$ cat src/rtl/hilo_muldiv.sv
// HI/LO multiply-divide unit: 32-cycle iterative shift-add multiply and restoring divide,
// with MTHI/MTLO write strobes honoured whenever no operation is running.
module hilo_muldiv (
  input  logic        clock,
  input  logic        reset,
  input  logic        start,
  input  logic [1:0]  op,
  input  logic [31:0] operandA,
  input  logic [31:0] operandB,
  input  logic        writeHi,
  input  logic        writeLo,
  input  logic [31:0] writeData,
  output logic        busy,
  output logic        done,
  output logic        divByZero,
  output logic [31:0] hi,
  output logic [31:0] lo
);

  localparam logic [1:0] IDLE = 2'd0;
  localparam logic [1:0] RUN  = 2'd1;
  localparam logic [1:0] DONE = 2'd2;

  logic [1:0]  state;
  logic [4:0]  cnt;
  logic        is_div;
  logic        neg_res;
  logic        neg_rem;
  logic        dz_q;
  logic [31:0] a_q;
  logic [31:0] opnd;
  logic [63:0] acc;

  logic        sgn_op;
  logic [31:0] mag_a;
  logic [31:0] mag_b;
  logic [32:0] mul_sum;
  logic [32:0] div_shift;
  logic [32:0] div_diff;
  logic [63:0] step;
  logic [63:0] prod;
  logic [31:0] quo;
  logic [31:0] rem;
  logic [31:0] res_hi;
  logic [31:0] res_lo;

  // Operand magnitudes as captured on the start-accept edge
  always_comb begin
    sgn_op = ~op[0];
    mag_a  = (sgn_op && operandA[31]) ? (~operandA + 32'd1) : operandA;
    mag_b  = (sgn_op && operandB[31]) ? (~operandB + 32'd1) : operandB;
  end

  // One iteration: acc holds {partial product, multiplier} for multiply,
  // {remainder, dividend/quotient} for divide; both shift one bit per cycle.
  always_comb begin
    mul_sum   = {1'b0, acc[63:32]} + (acc[0] ? {1'b0, opnd} : 33'd0);
    div_shift = {acc[63:32], acc[31]};
    div_diff  = div_shift - {1'b0, opnd};
    step      = '0;
    if (is_div) begin
      if (!div_diff[32]) step = {div_diff[31:0], acc[30:0], 1'b1};
      else               step = {div_shift[31:0], acc[30:0], 1'b0};
    end else begin
      step = {mul_sum, acc[31:1]};
    end
  end

  // Sign correction applied to the final iteration's result
  always_comb begin
    prod   = neg_res ? (~step + 64'd1) : step;
    quo    = neg_res ? (~step[31:0] + 32'd1) : step[31:0];
    rem    = neg_rem ? (~step[63:32] + 32'd1) : step[63:32];
    res_hi = prod[63:32];
    res_lo = prod[31:0];
    if (is_div) begin
      if (dz_q) begin
        res_hi = a_q;
        res_lo = '1;
      end else begin
        res_hi = rem;
        res_lo = quo;
      end
    end
  end

  always_ff @(posedge clock) begin
    if (reset) begin
      state   <= IDLE;
      cnt     <= '0;
      is_div  <= 1'b0;
      neg_res <= 1'b0;
      neg_rem <= 1'b0;
      dz_q    <= 1'b0;
      a_q     <= '0;
      opnd    <= '0;
      acc     <= '0;
      hi      <= '0;
      lo      <= '0;
    end else begin
      case (state)
        IDLE, DONE: begin
          if (writeHi) hi <= writeData;
          if (writeLo) lo <= writeData;
          if (start) begin
            state   <= RUN;
            cnt     <= '0;
            is_div  <= op[1];
            neg_res <= sgn_op && (operandA[31] ^ operandB[31]);
            neg_rem <= sgn_op && op[1] && operandA[31];
            dz_q    <= op[1] && (operandB == 32'd0);
            a_q     <= operandA;
            opnd    <= mag_b;
            acc     <= {32'd0, mag_a};
          end else begin
            state <= IDLE;
          end
        end
        RUN: begin
          acc <= step;
          cnt <= cnt + 5'd1;
          if (cnt == 5'd31) begin
            state <= DONE;
            hi    <= res_hi;
            lo    <= res_lo;
          end
        end
        default: state <= IDLE;
      endcase
    end
  end

  assign busy      = (state == RUN);
  assign done      = (state == DONE);
  assign divByZero = (state == DONE) && dz_q;

endmodule

$ cat config.mk
export PLATFORM = sky130hd
export DESIGN_NAME = hilo_muldiv
export DESIGN_NICKNAME = d
export VERILOG_FILES = /design/src/rtl/hilo_muldiv.sv
export SDC_FILE = /design/constraint.sdc
export NUM_CORES = 1
export LEC_CHECK = 0
export CAP_MARGIN = 20
export CORE_AREA = 2 2 172 258
export CTS_CLUSTER_DIAMETER = 150
export CTS_CLUSTER_SIZE = 8
export DETAILED_ROUTE_END_ITERATION = 12
export DIE_AREA = 0 0 174 260
export DONT_BUFFER_PORTS = 1
export SKIP_LAST_GASP = 1
export SLEW_MARGIN = 0
export SYNTH_ARGS = -nofsm -noshare
export SYNTH_HDL_FRONTEND = slang
export SYNTH_SLANG_ARGS = --single-unit
$ cat constraint.sdc
create_clock -name clock -period 4.85 [get_ports clock]
set_input_delay 0.2425 -clock clock [delete_from_list [all_inputs] [get_ports clock]]
set_output_delay 0.2425 -clock clock [all_outputs]
set_load 0.01 [all_outputs]
==> out/results.txt, run 1 <==
DP HPWL: 63,100 um
Worst Tran Pin Value: 1040 ps
First-pass GRT wire length: 125,000 um
Crit-path max FO: 5
H-tree depth: 1
Status: finished with violations
Pre-CTS setup slack: -383 ps
Setup Viol. Count Final: 14
IO Port Bufs: 0
RSZ-0062 raised after global routing: yes
Initial Util: 40.6%
Die height: 260 um
Maximum vdd drop: 0.264 mV
Startpoint Class: flop
Final Slew Violations: 0
Area of the multi-input gates: 0.0128 mm2
Most instantiated library cell after synthesis: nand2_1
Warnings, synthesis: 0
Most frequent cells after synthesis: nand2_1, a21oi_1, dfxtp_1
Hold slack: 10.6 ps
CTS root buffer: clkbuf_16
Die W: 174 um
Post-layout nets: 2,810
CTS clk-pin slew, worst paths: 50 ps
Critical path type: flop to flop
Synth Cell Area: 0.0174 mm2
Antenna violations before repair: 2
Post-synth EDFFs: 0
Critical Path AT: 5420 ps
RD Place Congestion: 1.05
CTS Sinks: 203
Syn avg cell area: 7.31 um2
Vias in the first global route: 20,100
FF+latch count, synth: 203
Synth-to-Final Area Change: 26.7%
Total Wirelength: 84,700 um
Maximum clock rate: 199 MHz
Failing checks: setup timing
Leak: 0.00879 uW
Vias: 20,200
Fill count: 4,291
GRT overflow: 0
Tcrit/Tclk final: 103%
Routed WL per cell: 26.4 um
Number of buffers created by CTS: 29
Via density: 6.29
First-pass DRT Iterations: 6
Placed cell areas: 0.0195 mm2
Row Count: 93
Final Skew: 27.9 ps
Ratio of cells with drive above 1 in the final layout: 16.4%
Hold Path Class: input pin to flop
DRC errors left: 0
Ys flop type: dfxtp_1
Total chip power: 5920 uW
Total core area: 0.0428 mm2
Post-synthesis sequential area ratio: 23.4%
Iter 0 DRT Violations: 1,707
Bufs on Longest Clock Path: 3
Clock latency on the worst-skew pair: 580 ps
Pwr dens: 269 mW/mm2
CTS tree: yes
Largest net degree at the start of global routing: 104
Sequential Area: 0.00408 mm2
Fin crit period: 5020 ps
Crit path required time: 5250 ps
PnR worst setup slack: -167 ps
Routed Antenna Nets: 0
Setup TNS: -1200 ps
Final hold violation count: 0
IO Pins: 170
Cell accounting for the most synthesized area: dfxtp_1
Post-Layout Inst Area: 0.0220 mm2
Syn Inst Count: 2,376
Max-cap violations: 0
Ranking of synthesized cells by area: dfxtp_1, nand2_1, a21oi_1
Async set-reset flop share out of synthesis: 0%
Die area: 0.0452 mm2
Yosys top cell area share: 23.4%
Gr usage total: 36.4%
Crit. End Element: flop
Max_slew headroom: 30.5%
Syn Nets: 2,551
Distinct cells, synth: 97
-- registers in the layout (all words and copies together), names as in the netlist --
signal and flops:
acc 64, a_q 32, hi 32, lo 32, opnd 32, cnt 5
state 2, dz_q 1, is_div 1, neg_rem 1, neg_res 1
-- worst max-delay path, stage by stage (launching register included) --
cell and delay [ps]:
dfxtp_2 330, inv_2 40, ha_4 210, a21o_1 190
o21bai_4 180, a221o_1 440, or3_4 440, o211ai_4 320
nor2_4 50, a21o_1 170, inv_1 60, ha_2 180
o21ai_2 70, or3_4 400, or4_4 460, nor2_4 130
nand2_2 60, a2111o_1 410, buf_6 180, o21ai_2 130
nand4_1 160, nand4b_1 180, a221oi_2 80
-- metrics by stage --
step                util [%]  cells
finish                  51.4   3212
global route            51.4   3212
CTS                     50.8   3197
detailed placement      45.5   3027
global placement        45.5   3027
floorplan                  -   2376
-- final cells by class --
class	count	area share (%)
Multi-Input combinational cell	1939	58.2
Clock inverter	1	0.0341
Tap cell	570	3.24
Inverter	73	1.25
Clock buffer	30	3.31
Timing Repair Buffer	389	15.3
Antenna cell	7	0.0796
Sequential cell	203	18.6
-- power by group --
part | internal (uW) | leakage [uW] | switching [uW] | total (uW)
registers | 1790 | 0.00167 | 149 | 1940
logic | 886 | 0.00676 | 1270 | 2150
clock network | 1040 | 0.000359 | 790 | 1830
-- routing by layer --
metal  vias up  share of wire [%]  GRT usage [%]
met5         -              0.040          0.534
met4         2                 12           37.4
met3       351                7.0           6.65
met2       986                 47           62.1
met1      9612                 34           36.4
li1       9243                  -              -
-- worst paths after layout --
check | start | end | slack [ps] | depth (start not counted)
setup / recovery | opnd[23]$_SDFFE_PP0P_ | hi[30]$_SDFFE_PP0P_ | -170 | 22
hold reg to reg | a_q[21]$_SDFFE_PP0P_ | a_q[21]$_SDFFE_PP0P_ | 460 | 2
hold / removal | writeData[12] | lo[12]$_SDFFE_PP0P_ | 10 | 2
setup reg to reg | opnd[23]$_SDFFE_PP0P_ | hi[30]$_SDFFE_PP0P_ | -170 | 22
-- cells by family (layout without fill, tap and decap cells) --
family	after synthesis	after routing	synth area share (%)
flip-flops	203	203	23.4
AND/OR/NAND/NOR	861	861	24.1
multiplexers	67	67	4.06
buffers and inverters	234	493	5.27
adder cells (fa/ha/maj)	72	72	5.27
XOR/XNOR	162	162	8.17
other	0	7	0
AO/OA/AOI/OAI	777	777	29.8
-- cells in the final DEF (no fill, tap or decap), types with 20 or more instances in the layout --
cell type and count:
nand2_1 298, buf_4 249, a21oi_1 220, nor2_1 195, dfxtp_1 190, o21ai_0 140, dlygate4sd3_1 128, xnor2_1 95
xor2_1 67, inv_1 66, ha_1 58, nor3_1 55, a211oi_1 45, and2_1 44, nand3_1 40, mux2i_1 40
o221ai_1 35, a21o_1 32, clkbuf_16 30, and3_1 29, o211ai_1 26, nand4_1 26, mux2_2 26, nand2b_1 26
o31ai_1 25, or3_1 24, a221oi_1 20
-- timing repair --
action / 4_1_cts / 5_1_grt
gates cloned: 0 / 1
hold buffers: 129 / 0
buffers inserted: 10 / 8
pin swaps: 34 / 42
endpoints found under the setup margin: 22 / 36
gates resized for setup: 44 / 40
hold endpoints to repair: 160 / 0
Note: power is estimated with default switching activity, not from simulation.
==> run 2: changes to the inputs <==
- CELL_PAD_IN_SITES_DETAIL_PLACEMENT: unset -> 0
- CELL_PAD_IN_SITES_GLOBAL_PLACEMENT: unset -> 1
- PLACE_DENSITY_LB_ADDON: unset -> 0.1
==> out/results.txt, run 2 (synthesis results as in run 1) <==
Iter 0 DRT Violations: 1,447
Vias: 19,800
CP Cell Sequence: inv_1 > ha_4 > and4_4 > and3_1 > a221o_1 > or3_4 > o211ai_4 > nor2_4 > a21o_1 > inv_1 > ha_2 > o21ai_2 > or3_4 > or4_4 > nor2_4 > nand2_2 > a2111o_1 > nor3_2 > mux2i_1 > nand4_1 > a32o_1
DP HPWL: 67,000 um
Final core occ: 50.7%
GRT overflow: 0
Hold Path Class: input pin to flop
Fin crit period: 5020 ps
Largest net degree at the start of global routing: 156
CTS clk-pin slew, worst paths: 60 ps
Switching Fraction: 37.9%
Status: finished with violations
Routed WL per cell: 27.2 um
Most common cell after layout, fill and taps aside: nand2_1
Max-cap violations: 0
Top Family by Delay on Critical Path: simple AND/OR/NAND/NOR gates
Max_slew headroom: 28.1%
Via density: 6.21
Routed Antenna Nets: 0
Worst path slowest cell: or4_4
Largest register FFs: 64
R2r setup slk: -170 ps
Crit path required time: 5320 ps
Fill count: 4,409
Clock latency on the worst-skew pair: 580 ps
Antenna violations before repair: 0
RD Place Congestion: 0.976
Ratio of cells with drive above 1 in the final layout: 18.0%
Crit path largest cell delay: 460 ps
PnR worst setup slack: -174 ps
Maximum vdd drop: 0.272 mV
Synth-to-Final Area Change: 25.1%
Biggest register: acc
Post-layout nets: 2,786
Bufs on Longest Clock Path: 3
Final Slew Violations: 0
Setup Viol. Count Final: 12
Crit. End Element: flop
Final Skew: 23.9 ps
Critical Path AT: 5490 ps
Pre-CTS setup slack: -436 ps
Die height: 260 um
Row Count: 93
Maximum clock rate: 199 MHz
First-pass GRT wire length: 125,000 um
First-pass DRT Iterations: 8
H-tree depth: 1
Pwr dens: 274 mW/mm2
Startpoint Class: flop
Commonest non-fill, non-tap cells in the layout: nand2_1, buf_4, a21oi_1
RSZ-0062 raised after global routing: yes
Critical path type: flop to flop
DRC errors left: 0
IO Pins: 170
Setup TNS: -784 ps
Total Wirelength: 86,500 um
Initial Util: 40.6%
Crit-path max FO: 5
Tcrit/Tclk final: 104%
CTS Sinks: 203
CTS root buffer: clkbuf_16
Buffers & Inverters on Critical Path: 2
Cell-internal power: 3700 uW
Vias in the first global route: 19,600
Leak: 0.00853 uW
Final hold violation count: 1
Die W: 174 um
Hold slack: -12.4 ps
CTS tree: yes
Die area: 0.0452 mm2
Failing checks: hold timing, setup timing
IO Port Bufs: 0
Sequential share of power: 32.4%
Worst Tran Pin Value: 1080 ps
Clock power share: 30.9%
P_sw: 2260 uW
Post-Layout Inst Area: 0.0217 mm2
Total core area: 0.0428 mm2
Logic pwr share: 36.6%
Number of buffers created by CTS: 29
# diodes: 0
Placed cell areas: 0.0196 mm2
Gr usage total: 37.0%
-- run 2: final cells by class --
class | instances | area (um2) | share of cell area (%)
sequential | 203 | 4080 | 18.8
tap | 570 | 713 | 3.28
timing repair buffer | 365 | 3020 | 13.9
clock buffer | 30 | 729 | 3.36
clock inverter | 1 | 7.51 | 0.0346
inverter | 73 | 274 | 1.26
multi-input combinational | 1939 | 12900 | 59.4
-- run 2: layer usage --
metal / vias up / GRT usage (%) / wire [um] / part of all wire (%)
li1: 9193 / - / - / -
met1: 9571 / 37.2 / 30000 / 35
met2: 747 / 68.2 / 43600 / 50
met3: 249 / 4.74 / 4510 / 5.2
met4: 0 / 30.0 / 8330 / 9.6
met5: - / 0 / 0 / 0
-- run 2: worst register-to-register path, stage by stage (launching register included) --
cell and delay [ps]:
dfxtp_2 330, inv_1 60, ha_4 250, and4_4 200
and3_1 160, a221o_1 350, or3_4 450, o211ai_4 280
nor2_4 80, a21o_1 180, inv_1 50, ha_2 180
o21ai_2 60, or3_4 380, or4_4 460, nor2_4 110
nand2_2 60, a2111o_1 410, nor3_2 300, mux2i_1 200
nand4_1 110, a32o_1 260
-- run 2: power by group through the flow --
| stage | clock network, uW | registers (uW) | logic, uW |
|---|---|---|---|
| after detailed placement | 0 | 1960 | 1940 |
| final | 1840 | 1930 | 2180 |
| after global routing | 1910 | 1940 | 2320 |
| after global placement | 0 | 1960 | 1940 |
| after CTS | 1860 | 1930 | 2070 |
| after floorplan | 0 | 1910 | 1160 |
-- run 2: final timing paths --
| path | startpoint | to | depth (start not counted) |
|---|---|---|---|
| hold / removal | operandB[11] | opnd[11]$_SDFFE_PP0P_ | 2 |
| setup / recovery | opnd[30]$_SDFFE_PP0P_ | hi[26]$_SDFFE_PP0P_ | 21 |
| hold reg to reg | a_q[29]$_SDFFE_PP0P_ | a_q[29]$_SDFFE_PP0P_ | 2 |
| setup reg to reg | opnd[30]$_SDFFE_PP0P_ | hi[26]$_SDFFE_PP0P_ | 21 |
-- run 2: per-stage QoR --
| step | total power [uW] | std cells |
|---|---|---|
| after global placement | 3890 | 3051 |
| after detailed placement | 3900 | 3051 |
| after CTS | 5860 | 3172 |
| after floorplan | 3070 | 2376 |
| after global routing | 6160 | 3181 |
| final | 5950 | 3181 |
-- run 2: timing repair --
item,4_1_cts,5_1_grt
pin swaps,23,43
hold buffers,79,0
endpoints found under the setup margin,27,30
cloned,0,1
buffers inserted,11,8
resized for setup,36,56
endpoints found under the hold margin,163,0
